<file path="src/rtl/demux_2s_buf_if.sv">
// rtl/demux_2s_buf_if.sv - producer/consumer bus bundle for the registered 1-to-4 demux
interface demux_2s_buf_if #(
    parameter int w  = 4,
    parameter int cw = 8
);
    logic [w-1:0]  d;
    logic [1:0]    s;
    logic          in_valid;
    logic          in_ready;
    logic [w-1:0]  o0;
    logic [w-1:0]  o1;
    logic [w-1:0]  o2;
    logic [w-1:0]  o3;
    logic [3:0]    o_valid;
    logic [3:0]    o_ready;
    logic [cw-1:0] acc_cnt;

    modport slave (
        input  d, s, in_valid, o_ready,
        output in_ready, o0, o1, o2, o3, o_valid, acc_cnt
    );

    modport master (
        output d, s, in_valid, o_ready,
        input  in_ready, o0, o1, o2, o3, o_valid, acc_cnt
    );
endinterface

</file>
<file path="src/rtl/demux_2s_buf.sv">
// rtl/demux_2s_buf.sv - registered 1-to-4 demux with one-entry buffer per channel
module demux_2s_buf #(
    parameter int w  = 4,
    parameter int cw = 8
) (
    input  logic           clk,
    input  logic           rst_b,
    demux_2s_buf_if.slave  bus
);
    logic [w-1:0]  data_q [4];
    logic [w-1:0]  data_d [4];
    logic [3:0]    valid_q;
    logic [3:0]    valid_d;
    logic [cw-1:0] cnt_q;
    logic [cw-1:0] cnt_d;
    logic [3:0]    sel_oh;
    logic          accept;

    assign sel_oh = 4'b0001 << bus.s;

    // A full channel still accepts when its consumer drains it in the same cycle.
    assign bus.in_ready = !valid_q[bus.s] || bus.o_ready[bus.s];
    assign accept       = bus.in_valid && bus.in_ready;

    always_comb begin
        valid_d = valid_q;
        cnt_d   = cnt_q;
        for (int k = 0; k < 4; k++) begin
            data_d[k] = data_q[k];
        end
        for (int k = 0; k < 4; k++) begin
            if (valid_q[k] && bus.o_ready[k]) begin
                valid_d[k] = 1'b0;
            end
            // Load overrides the drain so a refill produces no bubble.
            if (accept && sel_oh[k]) begin
                data_d[k]  = bus.d;
                valid_d[k] = 1'b1;
            end
        end
        if (accept) begin
            cnt_d = cnt_q + cw'(1);
        end
    end

    always_ff @(posedge clk or negedge rst_b) begin
        if (!rst_b) begin
            valid_q <= 4'b0000;
            cnt_q   <= '0;
            for (int k = 0; k < 4; k++) begin
                data_q[k] <= '0;
            end
        end else begin
            valid_q <= valid_d;
            cnt_q   <= cnt_d;
            for (int k = 0; k < 4; k++) begin
                data_q[k] <= data_d[k];
            end
        end
    end

    assign bus.o0      = data_q[0];
    assign bus.o1      = data_q[1];
    assign bus.o2      = data_q[2];
    assign bus.o3      = data_q[3];
    assign bus.o_valid = valid_q;
    assign bus.acc_cnt = cnt_q;
endmodule
</file>
<file path="src/flat_wrapper.sv">
// flat-port wrapper written by rule: the top's interface ports become plain ports
module demux_2s_buf_flat 
#(
    parameter int w  = 4,
    parameter int cw = 8
)
  (clk, rst_b, bus_d, bus_s, bus_in_valid, bus_o_ready, bus_in_ready, bus_o0, bus_o1, bus_o2, bus_o3, bus_o_valid, bus_acc_cnt);
  demux_2s_buf_if #(.w(w), .cw(cw)) bus_i ();
  input  logic clk;
  input  logic rst_b;
  input wire logic [$bits(bus_i.d)-1:0] bus_d;
  input wire logic [$bits(bus_i.s)-1:0] bus_s;
  input wire logic [$bits(bus_i.in_valid)-1:0] bus_in_valid;
  input wire logic [$bits(bus_i.o_ready)-1:0] bus_o_ready;
  output wire logic [$bits(bus_i.in_ready)-1:0] bus_in_ready;
  output wire logic [$bits(bus_i.o0)-1:0] bus_o0;
  output wire logic [$bits(bus_i.o1)-1:0] bus_o1;
  output wire logic [$bits(bus_i.o2)-1:0] bus_o2;
  output wire logic [$bits(bus_i.o3)-1:0] bus_o3;
  output wire logic [$bits(bus_i.o_valid)-1:0] bus_o_valid;
  output wire logic [$bits(bus_i.acc_cnt)-1:0] bus_acc_cnt;
  assign bus_i.d = bus_d;
  assign bus_i.s = bus_s;
  assign bus_i.in_valid = bus_in_valid;
  assign bus_i.o_ready = bus_o_ready;
  assign bus_in_ready = bus_i.in_ready;
  assign bus_o0 = bus_i.o0;
  assign bus_o1 = bus_i.o1;
  assign bus_o2 = bus_i.o2;
  assign bus_o3 = bus_i.o3;
  assign bus_o_valid = bus_i.o_valid;
  assign bus_acc_cnt = bus_i.acc_cnt;
  demux_2s_buf #(.w(w), .cw(cw)) u_core (.clk(clk), .rst_b(rst_b), .bus(bus_i));
endmodule
</file>
<file path="config.mk">
export PLATFORM = sky130hd
export DESIGN_NAME = demux_2s_buf_flat
export DESIGN_NICKNAME = d
export VERILOG_FILES = /design/src/rtl/demux_2s_buf_if.sv /design/src/rtl/demux_2s_buf.sv /design/src/flat_wrapper.sv
export SDC_FILE = /design/constraint.sdc
export NUM_CORES = 1
export LEC_CHECK = 0
export BUFFER_PORTS_ARGS = -buffer_cell sky130_fd_sc_hd__buf_2
export CAP_MARGIN = 20
export CORE_ASPECT_RATIO = 0.75
export CORE_UTILIZATION = 48
export CTS_CLUSTER_DIAMETER = 200
export CTS_CLUSTER_SIZE = 20
export DETAILED_ROUTE_END_ITERATION = 6
export GPL_TIMING_DRIVEN = 0
export PLACE_DENSITY = 0.82
export SLEW_MARGIN = 40
export SYNTH_ARGS = -nofsm -noshare
export SYNTH_HDL_FRONTEND = slang
export SYNTH_SLANG_ARGS = --single-unit
export TNS_END_PERCENT = 20
</file>
<file path="constraint.sdc">
create_clock -name clk -period 1.8 [get_ports clk]
set_input_delay 0.09 -clock clk [delete_from_list [all_inputs] [get_ports clk]]
set_output_delay 0.09 -clock clk [all_outputs]
set_load 0.1 [all_outputs]
</file>
# Word level (Yosys, flattened, before mapping)
# Cells that the tools add are included.
[op_classes]
add_sub_neg = 1
n_lt_le_gt_ge = 1
shift = 1
muxes = 12
reduce_logical = 15
[op_table]
columns = ["op", "n"]
rows = [
  ["$mux W1", 10],
  ["$logic_and A1 B1 Y1", 9],
  ["$add A8 B1 Y8 const B", 1],
  ["$reduce_bool A2 Y1", 4],
  ["$bmux W1 S2", 2],
  ["$shl A1 B2 Y4 const A", 1],
  ["$lt A2 B3 Y1 const B", 1],
  ["$logic_not A1 Y1", 1],
  ["$logic_or A1 B1 Y1", 1],
]
[totals]
regBits = 28
in_bits = 13
output_inout_bits = 29

# Logic depth before layout (Yosys ltp)
# Gate-level depths: netlist of run 1.
[logic_depth]
ltp_word = 7
ltp_mapped = 5
mapped_depth_nobuf = 5

# Worst setup path after synthesis of run 1
# OpenSTA, ideal clock, no wires.
[synth_timing]
path_type = "register to register"
startpoint = "reg u_core.valid_q[2], in the netlist u_core.bus.o_valid[2]"
endpoint = "reg u_core.cnt_q[1], in the netlist u_core.bus.acc_cnt[1]"
arrival_time_ps = 2349
required_ps = 1674
setup_slack_ps = -675
stages_incl_launch_ff = 5
period_less_slack_ps = 2475
cell_sequence = "dfrtp_1 nand2b_1 mux4_2 nand2_2 mux2_4"
[synth_via]
elab_chain_len = 5
[synth_rtl]
columns = ["element", "line", "text"]
rows = [
  ["from (decl)", "demux_2s_buf.sv:12", "logic [3:0] valid_q;"],
  ["from (signal assigned)", "demux_2s_buf.sv:54", "valid_q <= valid_d;"],
  ["$bmux W1 S2", "demux_2s_buf.sv:22", "assign bus.in_ready = !valid_q[bus.s] || bus.o_ready[bus.s];"],
  ["$mux W1 (not written as such)", "demux_2s_buf.sv:22", ""],
  ["$logic_not A1 Y1", "demux_2s_buf.sv:22", ""],
  ["$logic_or A1 B1 Y1", "demux_2s_buf.sv:22", ""],
  ["net bus_in_ready", "flat_wrapper.sv:15", "output wire logic [$bits(bus_i.in_ready)-1:0] bus_in_ready;"],
  ["$logic_and A1 B1 Y1", "demux_2s_buf.sv:23", "assign accept = bus.in_valid && bus.in_ready;"],
  ["to (signal assigned)", "demux_2s_buf.sv:55", "cnt_q <= cnt_d;"],
  ["to (decl)", "demux_2s_buf.sv:14", "logic [cw-1:0] cnt_q;"],
]
# The timed path passes the listed nets, and every way through them passes these cells. The select of a mux whose other input is x is not followed.
# A chain may end at the register's enable or synchronous reset.

# Final worst setup path of run 1
[layout_timing]
startpoint = "reg u_core.valid_q[3], in the netlist u_core.bus.o_valid[3]"
endpoint = "out bus_in_ready"
[layout_via]
elab_chain_len = 4
[layout_rtl]
columns = ["element", "line"]
rows = [
  ["$bmux W1 S2", "demux_2s_buf.sv:22"],
  ["$mux W1 (not written as such)", "demux_2s_buf.sv:22"],
  ["$logic_not A1 Y1", "demux_2s_buf.sv:22"],
  ["$logic_or A1 B1 Y1", "demux_2s_buf.sv:22"],
  ["to (decl)", "flat_wrapper.sv:15"],
]
# Every way passes these cells. The select of a mux whose other input is x is not followed.

==> out/qor.log, run 1 <==
INFO  clock_network  clock_tree.htree_level_count=1
INFO  yosys          seq_total_area_yosys=58.76%
INFO  setup_path     setup.worst_path.class=flop to primary output
INFO  place          place.gp.congestion=0.7369
INFO  global_route   groute.usage.overall=20.44%
INFO  clock_network  postCtsSetupBuffers=0
INFO  detailed_routing overall_via_count_from_detail_route=834
INFO  finish         area_delta_synth_final=26.65%
INFO  setup_path     cp_data_arrival_time=1640ps
INFO  detailed_routing remaining_drc_errors=0
INFO  place          placedInstanceArea=0.001458mm^2
INFO  yosys          synth_fa_ha_area_share=1.049%
INFO  finish         layout.cells.most_common=sky130_fd_sc_hd__buf_2
INFO  setup_path     crit_family=multiplexers
INFO  setup_path     cp.required=1710ps
INFO  run_status     run_status=completed
INFO  setup_path     crit_path_max_fanout=8
INFO  clock_network  tritoncts.num_buffers=3
INFO  yosys          ys_warn_count=0
INFO  floorplan      dieArea=0.002690mm^2
INFO  yosys          simple_gate_share_of_the_synthesized_area=15.32%
INFO  finish         final-instance-count-excl-fill=169
INFO  floorplan      placeableCoreArea=0.002327mm^2
INFO  yosys          synthesis.area_per_instance=13.25um^2
INFO  sta            final_period_demand_of_the_worst_path=1734ps
INFO  floorplan      row_count=15
INFO  finish         final_nets=150
INFO  job            max_cap_violations=0
INFO  detailed_routing routedWlPerCell=14.25um
INFO  global_route   global_route_wire_length_before_repair=3926um
INFO  sta            report.final.slew_viol_count=0
INFO  yosys          synth-xor-area-share=5.142%
INFO  sta            tightest_slew=605.7ps
INFO  floorplan      die_w=59.55um
INFO  setup_path     setup.worst_path.start_class=flop
INFO  yosys          register_bit_total_from_synthesis=28
INFO  place          dp.final_hpwl=1851um
INFO  yosys          synth_compound_area_share=0.4197%
INFO  detailed_routing drt-total-wl=2408um
INFO  global_route   grt_pass1_vias=848
INFO  setup_path     critical_path.endpoint_type=primary output
INFO  yosys          synth.lib_cells_used.distinct=21
INFO  finish         final_area=0.001510mm^2
INFO  clock_network  clk-insertion-delay-late=320ps
INFO  sta            fin_crit_sh=96.32%
INFO  global_route   grt_antenna_before_repair=0
INFO  place          placed_cells_incl_taps=164
INFO  worst_hold_path min-delay-path-class=primary input to flop
INFO  sta            finalSetupViolations=0
INFO  clock_network  cts_max_path_bufs=2
INFO  finish         most-common-layout-cells=sky130_fd_sc_hd__buf_2 (40), sky130_fd_sc_hd__dfrtp_1 (24), sky130_fd_sc_hd__mux2_2 (16)
INFO  place          place.port_buffers=40
INFO  yosys          synth.area.mux_share=18.26%
INFO  detailed_routing dr.first_iter.drc_count=17
INFO  sta            max_freq=0.5768GHz
INFO  setup_path     cp_cell_sequence=nand2b_4, mux4_2, buf_6
INFO  sta            grt_setup_unrepaired=false
INFO  sta            setup_tns_final=0ps
INFO  global_route   globalRouteOverflowTotal=0
INFO  detailed_routing drt_pass1_iterations=4
INFO  sta            max_transition_margin=59.62%
INFO  sta            final-hold-violation-count=0
INFO  global_route   pin_count_of_the_biggest_net_entering_global_routing=29
INFO  finish         layout_cells_sized_above_1=53.33%
INFO  sta            fin_skew=5.224ps
INFO  finish         diodes=0
INFO  yosys          syn-cell-area=0.001192mm^2
INFO  yosys          post_synthesis_cells=90
INFO  detailed_routing post_drt_via_cell_ratio=4.935
INFO  clock_network  cts_num_sinks=28
INFO  detailed_routing ant_nets=0
INFO  clock_network  cts.clk_slew.worst_paths=140ps
INFO  setup_path     slowest_stage=sky130_fd_sc_hd__mux4_2
INFO  floorplan      effective_utilization_at_floorplan=51.24%
INFO  setup_path     critical_path.n_buffers_inverters=1
INFO  yosys          synth_top_family_by_area=multiplexers
INFO  setup_path     max_stage_delay=570ps
INFO  floorplan      die_h=45.17um
INFO  yosys          postSynthNetCount=104
INFO  floorplan      top_level_ports=42
INFO  clock_network  tritoncts=yes
INFO  clock_network  buffer_type_at_the_clock_tree_root=sky130_fd_sc_hd__clkbuf_4
## state kept, by name, summed over array words and instances (netlist names)
register / flops
u_core.bus.acc_cnt: 8
u_core.bus.o2: 4
u_core.bus.o1: 4
u_core.bus.o_valid: 4
u_core.bus.o3: 4
u_core.bus.o0: 4
## worst min-delay path: stages
cell and delay, ps:
sky130_fd_sc_hd__buf_2 80, sky130_fd_sc_hd__nand2b_4 120, sky130_fd_sc_hd__nand2_1 40
## what timing repair did
item	in CTS	in global routing
pin swaps	0	0
hold buffers	1	0
endpoints found under the setup margin	1	1
resized for setup	1	1
endpoints found under the hold margin	28	0
## routing by layer
layer | wire length (um) | part of all wire [%] | vias up | global-route usage [%]
met5 | 0 | 0 | - | 0
met4 | 26 | 1.1 | 0 | 3.721
met3 | 130 | 5.4 | 4 | 7.163
met2 | 1275 | 53 | 26 | 34.83
met1 | 975 | 40 | 402 | 25.75
li1 | - | - | 402 | -
## kinds of logic after synthesis
group	after synthesis
mux	18
simple gates	32
xor+xnor	7
buf+inv	3
fa+ha+maj	1
flops	28
compound gates	1
## path summary, 6_finish.rpt
path | start | endpoint | slack [ps] | cells after the start
max | u_core.bus.o_valid[3] | bus_in_ready | 70 | 3
min | bus_o_ready[0] | u_core.bus.o_valid[0] | 20 | 3
max reg2reg | u_core.bus.o_valid[3] | u_core.bus.acc_cnt[1] | 180 | 4
min reg2reg | u_core.bus.acc_cnt[7] | u_core.bus.acc_cnt[7] | 480 | 1
max in group asynchronous | rst_b | u_core.bus.o_valid[1] | 1050 | 2
min in group asynchronous | rst_b | u_core.bus.acc_cnt[5] | 300 | 2
## synthesized netlist by cell type
cell type                  number  area share [%]
sky130_fd_sc_hd__nand2_2        1            0.52
sky130_fd_sc_hd__nand3_1        8             3.4
sky130_fd_sc_hd__xnor2_1        7             5.1
sky130_fd_sc_hd__mux2_4         1             1.3
sky130_fd_sc_hd__dfrtp_1       28              59
sky130_fd_sc_hd__mux2_2        16              15
sky130_fd_sc_hd__nand2_1        9             2.8
sky130_fd_sc_hd__inv_1          1            0.31
sky130_fd_sc_hd__nand2b_1       1            0.52
sky130_fd_sc_hd__and4b_1        1            0.84
sky130_fd_sc_hd__nor3b_1        1            0.63
sky130_fd_sc_hd__o21ai_0        1            0.42
sky130_fd_sc_hd__nand2b_4       3             3.5
sky130_fd_sc_hd__clkbuf_1       1            0.31
sky130_fd_sc_hd__ha_1           1             1.0
sky130_fd_sc_hd__nor2_1         5             1.6
sky130_fd_sc_hd__nand4_1        1            0.52
sky130_fd_sc_hd__and3_1         1            0.52
sky130_fd_sc_hd__buf_2          1            0.42
sky130_fd_sc_hd__nor2b_1        1            0.52
sky130_fd_sc_hd__mux4_2         1             1.9
## cell type report
cell class	instances	area [um^2]
fill	201	817.0
sequential	28	715.7
multi-input combinational	59	486.7
timing repair buffer	41	216.5
tap	34	42.54
clock buffer	4	36.28
buffer	2	8.758
inverter	1	3.754
## stage by stage
| step | setup WS, ps | hold WS, ps | util, % |
|---|---|---|---|
| final | 66.22 | 20.50 | 64.89 |
| after global routing | 10.60 | 13.50 | 64.89 |
| after CTS | 25.61 | 14.96 | 64.73 |
| after detailed placement | 223.9 | 134.0 | 62.63 |
| after global placement | 241.3 | 114.4 | 62.63 |
| after floorplan | -268.6 | -205.6 | - |
Power of run 1 is left out: the tool's default activity adds up to more than one toggle a clock period on the data nets, which glitch-free logic cannot reach.
==> run 2, diff against run 1 <==
PLACE_DENSITY = 0.83   (was 0.82)
==> out/qor.log, run 2 (synthesis results as in run 1) <==
INFO  worst_hold_path min-delay-path-class=primary input to flop
INFO  sta            final-hold-violation-count=0 [unchanged]
INFO  global_route   globalRouteOverflowTotal=0 [unchanged]
INFO  sta            finalSetupViolations=0 [unchanged]
INFO  finish         layout.cells.most_common=sky130_fd_sc_hd__buf_2
INFO  setup_path     critical_path.endpoint_type=primary output
INFO  setup_path     timing.reg2reg.setup_slack=180ps [about the same]
INFO  global_route   pin_count_of_the_biggest_net_entering_global_routing=29 [unchanged]
INFO  clock_network  cts_max_path_bufs=2 [unchanged]
INFO  setup_path     worst_reg_to_reg_cells=4 [unchanged]
INFO  clock_network  postCtsSetupBuffers=0 [unchanged]
INFO  setup_path     launch_instance_of_the_worst_register_to_register_path=u_core.bus.o_valid[1]
INFO  finish         most-common-layout-cells=sky130_fd_sc_hd__buf_2 (40), sky130_fd_sc_hd__dfrtp_1 (24), sky130_fd_sc_hd__mux2_2 (16)
INFO  setup_path     setup.worst_path.start_class=flop
INFO  sta            fin_skew=13.69ps [+8.466 ps]
INFO  detailed_routing overall_via_count_from_detail_route=855 [+2.5%]
INFO  detailed_routing remaining_drc_errors=0 [unchanged]
INFO  clock_network  clk-insertion-delay-late=330ps [about the same]
INFO  sta            max_freq=0.5768GHz [about the same]
INFO  floorplan      effective_utilization_at_floorplan=51.24% [unchanged]
INFO  finish         final_nets=150 [unchanged]
INFO  floorplan      die_w=59.55um [unchanged]
INFO  place          dp.final_hpwl=1811um [-2.2%]
INFO  global_route   global_route_wire_length_before_repair=3670um [-6.5%]
INFO  finish         final_area=0.001526mm^2 [+1.1%]
INFO  floorplan      top_level_ports=42 [unchanged]
INFO  job            max_cap_violations=0 [unchanged]
INFO  detailed_routing post_drt_via_cell_ratio=5.059 [+2.5%]
INFO  worst_hold_path worst_hold_path.endpoint=u_core.bus.o_valid[0]
INFO  place          placedInstanceArea=0.001458mm^2 [unchanged]
INFO  sta            setup_tns_final=0ps [unchanged]
INFO  detailed_routing routedWlPerCell=13.63um [-4.4%]
INFO  global_route   groute.usage.overall=19.33% [-1.1 points]
INFO  run_status     run_status=completed
INFO  setup_path     crit_path_max_fanout=8 [unchanged]
INFO  finish         area_delta_synth_final=28.02%
INFO  setup_path     setup.worst_path.class=flop to primary output
INFO  sta            setup_ws=66.18ps [-0.04020 ps]
INFO  floorplan      row_count=15 [unchanged]
INFO  sta            grt_setup_unrepaired=false
INFO  finish         flip_flop_count_of_the_largest_register_all_copies_and_words_added=8 [unchanged]
INFO  clock_network  buffer_type_at_the_clock_tree_root=sky130_fd_sc_hd__clkbuf_4
INFO  floorplan      placeableCoreArea=0.002327mm^2 [unchanged]
INFO  finish         diodes=0 [unchanged]
INFO  detailed_routing ant_nets=0 [unchanged]
INFO  place          place.gp.congestion=0.7381 [+0.16%]
INFO  floorplan      die_h=45.17um [unchanged]
INFO  sta            final_period_demand_of_the_worst_path=1734ps [+0.04020 ps]
INFO  sta            report.final.slew_viol_count=0 [unchanged]
INFO  place          place.port_buffers=40 [unchanged]
INFO  clock_network  clock_tree.htree_level_count=1 [unchanged]
INFO  detailed_routing dr.first_iter.drc_count=18 [+1]
INFO  clock_network  tritoncts.num_buffers=3 [unchanged]
INFO  worst_hold_path worst_hold_path.num_cells=3 [unchanged]
INFO  sta            fin_crit_sh=96.32% [about the same]
INFO  setup_path     cp_data_arrival_time=1640ps [about the same]
INFO  detailed_routing drt-total-wl=2303um [-4.4%]
INFO  global_route   grt_pass1_vias=778 [-8.3%]
INFO  setup_path     cp.required=1710ps [about the same]
INFO  place          post-place-ws=219.0ps [-4.879 ps]
INFO  worst_hold_path worst_hold_startpoint=bus_o_ready[0]
INFO  finish         layout_cells_sized_above_1=53.33% [unchanged]
INFO  sta            max_transition_margin=61.17% [+1.6 points]
INFO  sta            tightest_slew=582.5ps [-23.28 ps]
INFO  clock_network  cts_num_sinks=28 [unchanged]
INFO  floorplan      dieArea=0.002690mm^2 [unchanged]
INFO  clock_network  cts.clk_slew.worst_paths=150ps [about the same]
INFO  global_route   grt_antenna_before_repair=0 [unchanged]
INFO  setup_path     rr_endpoint=u_core.bus.acc_cnt[1]
INFO  detailed_routing drt_pass1_iterations=4 [unchanged]
INFO  clock_network  tritoncts=yes
INFO  sta            fin_hold_ws=12.94ps [-7.558 ps]
## run 2: cell types whose count changed in the layout (fill, tap and decap cells not counted)
cell / previous run / this run
sky130_fd_sc_hd__clkbuf_8: 1 / 0
sky130_fd_sc_hd__bufinv_16: 0 / 1
## run 2: area by class of cell
cell class | instances | area (um^2)
Fill cell | 197 | 800.8
Sequential cell | 28 | 715.7
Multi-Input combinational cell | 59 | 486.7
Timing Repair Buffer | 41 | 216.5
Tap cell | 34 | 42.54
Clock inverter | 1 | 30.03
Clock buffer | 3 | 22.52
Buffer | 2 | 8.758
Inverter | 1 | 3.754
## run 2: what timing repair did
action                                  in CTS  in global routing
gates cloned                                 0                  0
hold buffers                                 1                  0
endpoints found under the setup margin       1                  1
endpoints found under the hold margin       28                  0
pin swaps                                    0                  0
gates resized for setup                      1                  1
## run 2: metrics by stage
| step | cells | utilization (%) |
|---|---|---|
| after floorplan | 90 | - |
| after global placement | 164 | 62.63 |
| after detailed placement | 164 | 62.63 |
| after CTS | 169 | 65.43 |
| after global routing | 169 | 65.59 |
| final | 169 | 65.59 |
## run 2: per-layer routing
metal	routed length (um)	global-route usage (%)	vias to the layer above
li1	-	-	403
met1	1067	26.86	414
met2	1077	29.89	36
met3	142	6.590	2
met4	16	4.186	0
met5	0	0	-
## run 2: worst max path at each step
stage / startpoint / endpoint / slack [ps] / cells after the start
2_1_floorplan: u_core.bus.o_valid[3] / u_core.bus.acc_cnt[1] / -270 / 4
3_3_place_gp: u_core.bus.o_valid[3] / u_core.bus.acc_cnt[1] / 240 / 4
3_5_place_dp: u_core.bus.o_valid[3] / u_core.bus.acc_cnt[1] / 220 / 4
4_1_cts: u_core.bus.o_valid[3] / bus_in_ready / 20 / 3
5_1_grt: u_core.bus.o_valid[3] / bus_in_ready / 10 / 3
6_report: u_core.bus.o_valid[1] / bus_in_ready / 70 / 3
## run 2: critical path, stage by stage, from the launching register on
cell and delay, ps:
sky130_fd_sc_hd__dfrtp_4 460, sky130_fd_sc_hd__nand2b_4 60, sky130_fd_sc_hd__mux4_2 570, sky130_fd_sc_hd__buf_6 230
Power of run 2 is left out for the same reason.
